### src/rtl/bcd_serial_adder.sv
// Multi-digit BCD adder: one shared digit stage walks the operands LSD first,
// one digit per clock, with the inter-digit carry held in a register.
module bcd_serial_adder #(
    parameter int DIGITS = 4
) (
    input  logic                  i_clk,
    input  logic                  i_rst,
    input  logic                  i_start,
    input  logic [4*DIGITS-1:0]   i_a,
    input  logic [4*DIGITS-1:0]   i_b,
    input  logic                  i_cin,
    output logic [4*DIGITS-1:0]   o_sum,
    output logic                  o_cout,
    output logic                  o_busy,
    output logic                  o_done,
    output logic                  o_invalid
);
    localparam int IW = (DIGITS > 1) ? $clog2(DIGITS) : 1;

    typedef enum logic [1:0] {S_IDLE, S_ADD, S_DONE} state_t;

    state_t              r_state;
    logic [4*DIGITS-1:0] r_a, r_b, r_sum;
    logic [IW-1:0]       r_idx;
    logic                r_c, r_cout, r_busy, r_done, r_invalid;

    logic [3:0] w_ad, w_bd, w_dig;
    logic [4:0] w_t, w_tm;
    logic       w_gt9, w_in_bad;

    // Raw digit sum; anything above 9 (including non-BCD digits) wraps by -10.
    assign w_ad  = r_a[4*r_idx +: 4];
    assign w_bd  = r_b[4*r_idx +: 4];
    assign w_t   = {1'b0, w_ad} + {1'b0, w_bd} + {4'd0, r_c};
    assign w_tm  = w_t - 5'd10;
    assign w_gt9 = (w_t > 5'd9);
    assign w_dig = w_gt9 ? w_tm[3:0] : w_t[3:0];

    always_comb begin
        w_in_bad = 1'b0;
        for (int i = 0; i < DIGITS; i++) begin
            if (i_a[4*i +: 4] > 4'd9 || i_b[4*i +: 4] > 4'd9) w_in_bad = 1'b1;
        end
    end

    always_ff @(posedge i_clk) begin
        if (i_rst) begin
            r_state   <= S_IDLE;
            r_a       <= '0;
            r_b       <= '0;
            r_sum     <= '0;
            r_idx     <= '0;
            r_c       <= 1'b0;
            r_cout    <= 1'b0;
            r_busy    <= 1'b0;
            r_done    <= 1'b0;
            r_invalid <= 1'b0;
        end else begin
            case (r_state)
                S_IDLE, S_DONE: begin
                    r_done <= 1'b0;
                    if (i_start) begin
                        r_a       <= i_a;
                        r_b       <= i_b;
                        r_sum     <= '0;
                        r_idx     <= '0;
                        r_c       <= i_cin;
                        r_cout    <= 1'b0;
                        r_invalid <= w_in_bad;
                        r_busy    <= 1'b1;
                        r_state   <= S_ADD;
                    end else begin
                        r_state <= S_IDLE;
                    end
                end
                S_ADD: begin
                    r_sum[4*r_idx +: 4] <= w_dig;
                    r_c                 <= w_gt9;
                    r_idx               <= r_idx + 1'b1;
                    if (r_idx == IW'(DIGITS-1)) begin
                        r_cout  <= w_gt9;
                        r_busy  <= 1'b0;
                        r_done  <= 1'b1;
                        r_state <= S_DONE;
                    end
                end
                default: r_state <= S_IDLE;
            endcase
        end
    end

    assign o_sum     = r_sum;
    assign o_cout    = r_cout;
    assign o_busy    = r_busy;
    assign o_done    = r_done;
    assign o_invalid = r_invalid;
endmodule

### config.mk
export PLATFORM = sky130hd
export DESIGN_NAME = bcd_serial_adder
export DESIGN_NICKNAME = d
export VERILOG_FILES = /design/src/rtl/bcd_serial_adder.sv
export SDC_FILE = /design/constraint.sdc
export NUM_CORES = 1
export LEC_CHECK = 0
export CAP_MARGIN = 20
export CORE_MARGIN = 8
export CORE_UTILIZATION = 39
export CTS_CLUSTER_SIZE = 12
export DETAILED_ROUTE_END_ITERATION = 10
export DONT_BUFFER_PORTS = 1
export SYNTH_ARGS = -nofsm -noshare
export SYNTH_HDL_FRONTEND = slang
export SYNTH_SLANG_ARGS = --single-unit
export TNS_END_PERCENT = 20
### constraint.sdc
create_clock -name i_clk -period 3.9 [get_ports i_clk]
set_clock_uncertainty 0.05 [all_clocks]
set_input_delay 0.78 -clock i_clk [delete_from_list [all_inputs] [get_ports i_clk]]
set_output_delay 0.78 -clock i_clk [all_outputs]
set_load 0.03 [all_outputs]
==> metrics <==
status completed; Post-Syn Area per Cell roughly 8.6 sq um; Clk network pwr share 41.9%; cell taking the most area after synthesis dfxtp_1; WL per Instance ~16 um; Worst Tran Pin Value between 700 and 800 ps; flops & latches, synth 57; crit start category flip-flop; Pwr Total 1451 uW; sw frac 26.63%; Congestion Overflow GR 0; power share of the combinational group between 10 and 15%; Worst-Skew Late Latency 350 ps; critical path arrival ~4000 ps; # Max-Cap Violations 0; I/O Pins 56; buffer count from post-CTS setup fixing 0; Cell Area, Synth ~0.0027 sq mm; CTS Buf Count 9; Pins Over Slew Limit 0; Initial DRT Pass Iterations 6; most frequent cells in the layout 77 x nand2_1, 57 x dfxtp_1, 46 x a21oi_1; Port Buffer Count 0; Fin Hold WS roughly 400 ps; Final Cycle Share a little over nine tenths; LEAKAGE around 0.0011 uW; Worst R2R Path Depth 10; total track usage about 14%; FF-to-FF Start r_idx[0]; Most used DFF post-synth dfxtp_1; synth top area cells dfxtp_1 42%, nand2_1 11%, a21oi_1 8.4%; DP Wirelength ~5000 um; endpoints failing hold 0; initial antenna violation count 0; GPL Wtd Cong 0.8198; vias in the first global route between 2000 and 2500; htree depth 3; Ys Warns 0; total wire length 6743 um; # DRC 0; Row Count 30; CP Max Fanout 10; # clock sinks 57; antenna violation net count after detailed routing 0; Peak VDD IR approximately 0.00021 V; post-layout util 44.51%; Inserted Diodes 0; Worst Hold Path EP r_a[10]; Post-Syn Nets roughly 360; FMAX ~0.27 GHz; Vias 2228; Critical path origin r_idx[0]; Slew HR between 50% and 60%; placed cell areas between 0.002 and 0.003 sq mm; Post-Syn Instances roughly 320; register area share after synthesis 41.68%; share of the synthesized area in the top cell type a little over two fifths; nature of the critical path endpoint flip-flop; fin crit period roughly 3700 ps; largest net degree at the start of global routing between 60 and 70; FFs w/ async S/R, synth 0%; layout cells sized above 1 11.04%; Root Buffer clkbuf_8; cell area power density between 400 and 500 mW/mm^2; CP Data Required Time roughly 4100 ps; NetSw between 300 and 400 uW; DIE HEIGHT 99.78 um; Via density around 5.4; Initial DRC Count 85; global-route wire length before repair about 11000 um; R2R setup slack 210 ps; Distinct cells, synth 46; RSZ-0062 raised after global routing no; die area 0.009956 sq mm; fin area 0.003024 sq mm; synth-to-layout area growth 10.47%; core area approximately 0.0068 sq mm; worst r2r dst o_sum[14]; Clock transition at path regs around 70 ps; type of the worst setup path reg -> reg; min-delay src r_a[10]; Seq pwr share between 40% and 50%; setup tns final 0 ps; initial core utilization about 40%; post-cts resize count 0; CTS tree built; final setup fails 0; CTS Buffer Depth 2; commonest non-fill, non-tap cell in the layout nand2_1; hold-fix buffers at CTS 0; Pint 1064 uW; Hold Crit Depth 2; Hold Path Class reg -> reg; Post-synth EDFFs 0; fin nets between 300 and 400; Die Wd roughly 100 um
==> through the flow <==
stage | setup WS, ps | instances
2_1_floorplan | 191.3 | 317
3_3_place_gp | 284.6 | 397
3_5_place_dp | 217.3 | 397
4_1_cts | 203.4 | 413
5_1_grt | 19.09 | 413
6_report | 213.6 | 413
==> power by group through the flow <==
stage	combinational (uW)	clock, uW	sequential [uW]
2_1_floorplan	186	0	643
3_3_place_gp	203	0	649
3_5_place_dp	204	0	650
4_1_cts	206	622	637
5_1_grt	230	651	639
6_report	206	608	636
==> registers in the layout, summed over array words and instances, names as in the netlist, 2 cells and up <==
register / flops
r_a: 16
r_b: 16
o_sum: 16
r_idx: 2
r_state: 2
==> critical path: stages (launching register included) <==
cell	delay [ps]
dfxtp_1	390
mux4_2	540
fa_1	430
fa_1	440
xnor2_2	180
ha_1	230
nor2b_1	140
a31o_1	320
o31ai_4	270
mux2i_1	460
a22o_1	180
==> layout make-up <==
type	instances	area, sq um
Timing Repair Buffer	6	45.04
Inverter	5	18.77
Tap cell	96	120.1
Clock inverter	5	78.83
Clock buffer	11	141.4
Sequential cell	57	1141
Multi-Input combinational cell	233	1479
Fill cell	680	3770
==> synth_stat cells (2+ instances only) <==
master and n:
nand2_1 77, dfxtp_1 57, a21oi_1 46, nor2_1 15, clkbuf_1 14, o21ai_0 9
ha_1 8, mux4_2 8, nand3_1 6, a22oi_1 5, inv_1 5, nor2b_1 5
a22o_1 4, o31ai_1 4, a311oi_1 3, buf_1 3, buf_2 3, nor3_1 3
a211oi_1 2, a32oi_1 2, and2_1 2, and4_1 2, buf_6 2, fa_1 2
mux2i_1 2, nand2b_1 2, nand3b_1 2, nor3b_1 2, nor4_1 2, o2111ai_1 2
o41a_1 2, or3_1 2
==> metal layers <==
metal | track usage, % | routed length [um] | vias to the layer above
met5 | 0 | 0 | -
met4 | 5.239 | 121 | 0
met3 | 6.644 | 655 | 16
met2 | 21.70 | 3062 | 76
met1 | 16.15 | 2903 | 1017
li1 | - | - | 1119
==> kinds of logic (layout without fill, tap and decap cells) <==
group / count (synthesis) / in the layout / share of synthesized area (%)
simple gates: 127 / 127 / 21.12
compound gates: 85 / 85 / 19.79
flops: 57 / 57 / 41.68
buf+inv: 27 / 27 / 4.387
fa+ha+maj: 10 / 10 / 5.119
mux: 10 / 10 / 7.313
xor+xnor: 1 / 1 / 0.5943
==> how the worst max path moves through the flow <==
stage	to	slack (ps)	depth (start not counted)
global route	o_sum[14]	20	10
finish	o_sum[14]	210	10
CTS	o_sum[14]	200	10
floorplan	o_sum[10]	190	12
global placement	o_sum[14]	280	10
detailed placement	o_sum[14]	220	10
Power figures use the tool's default switching activity.
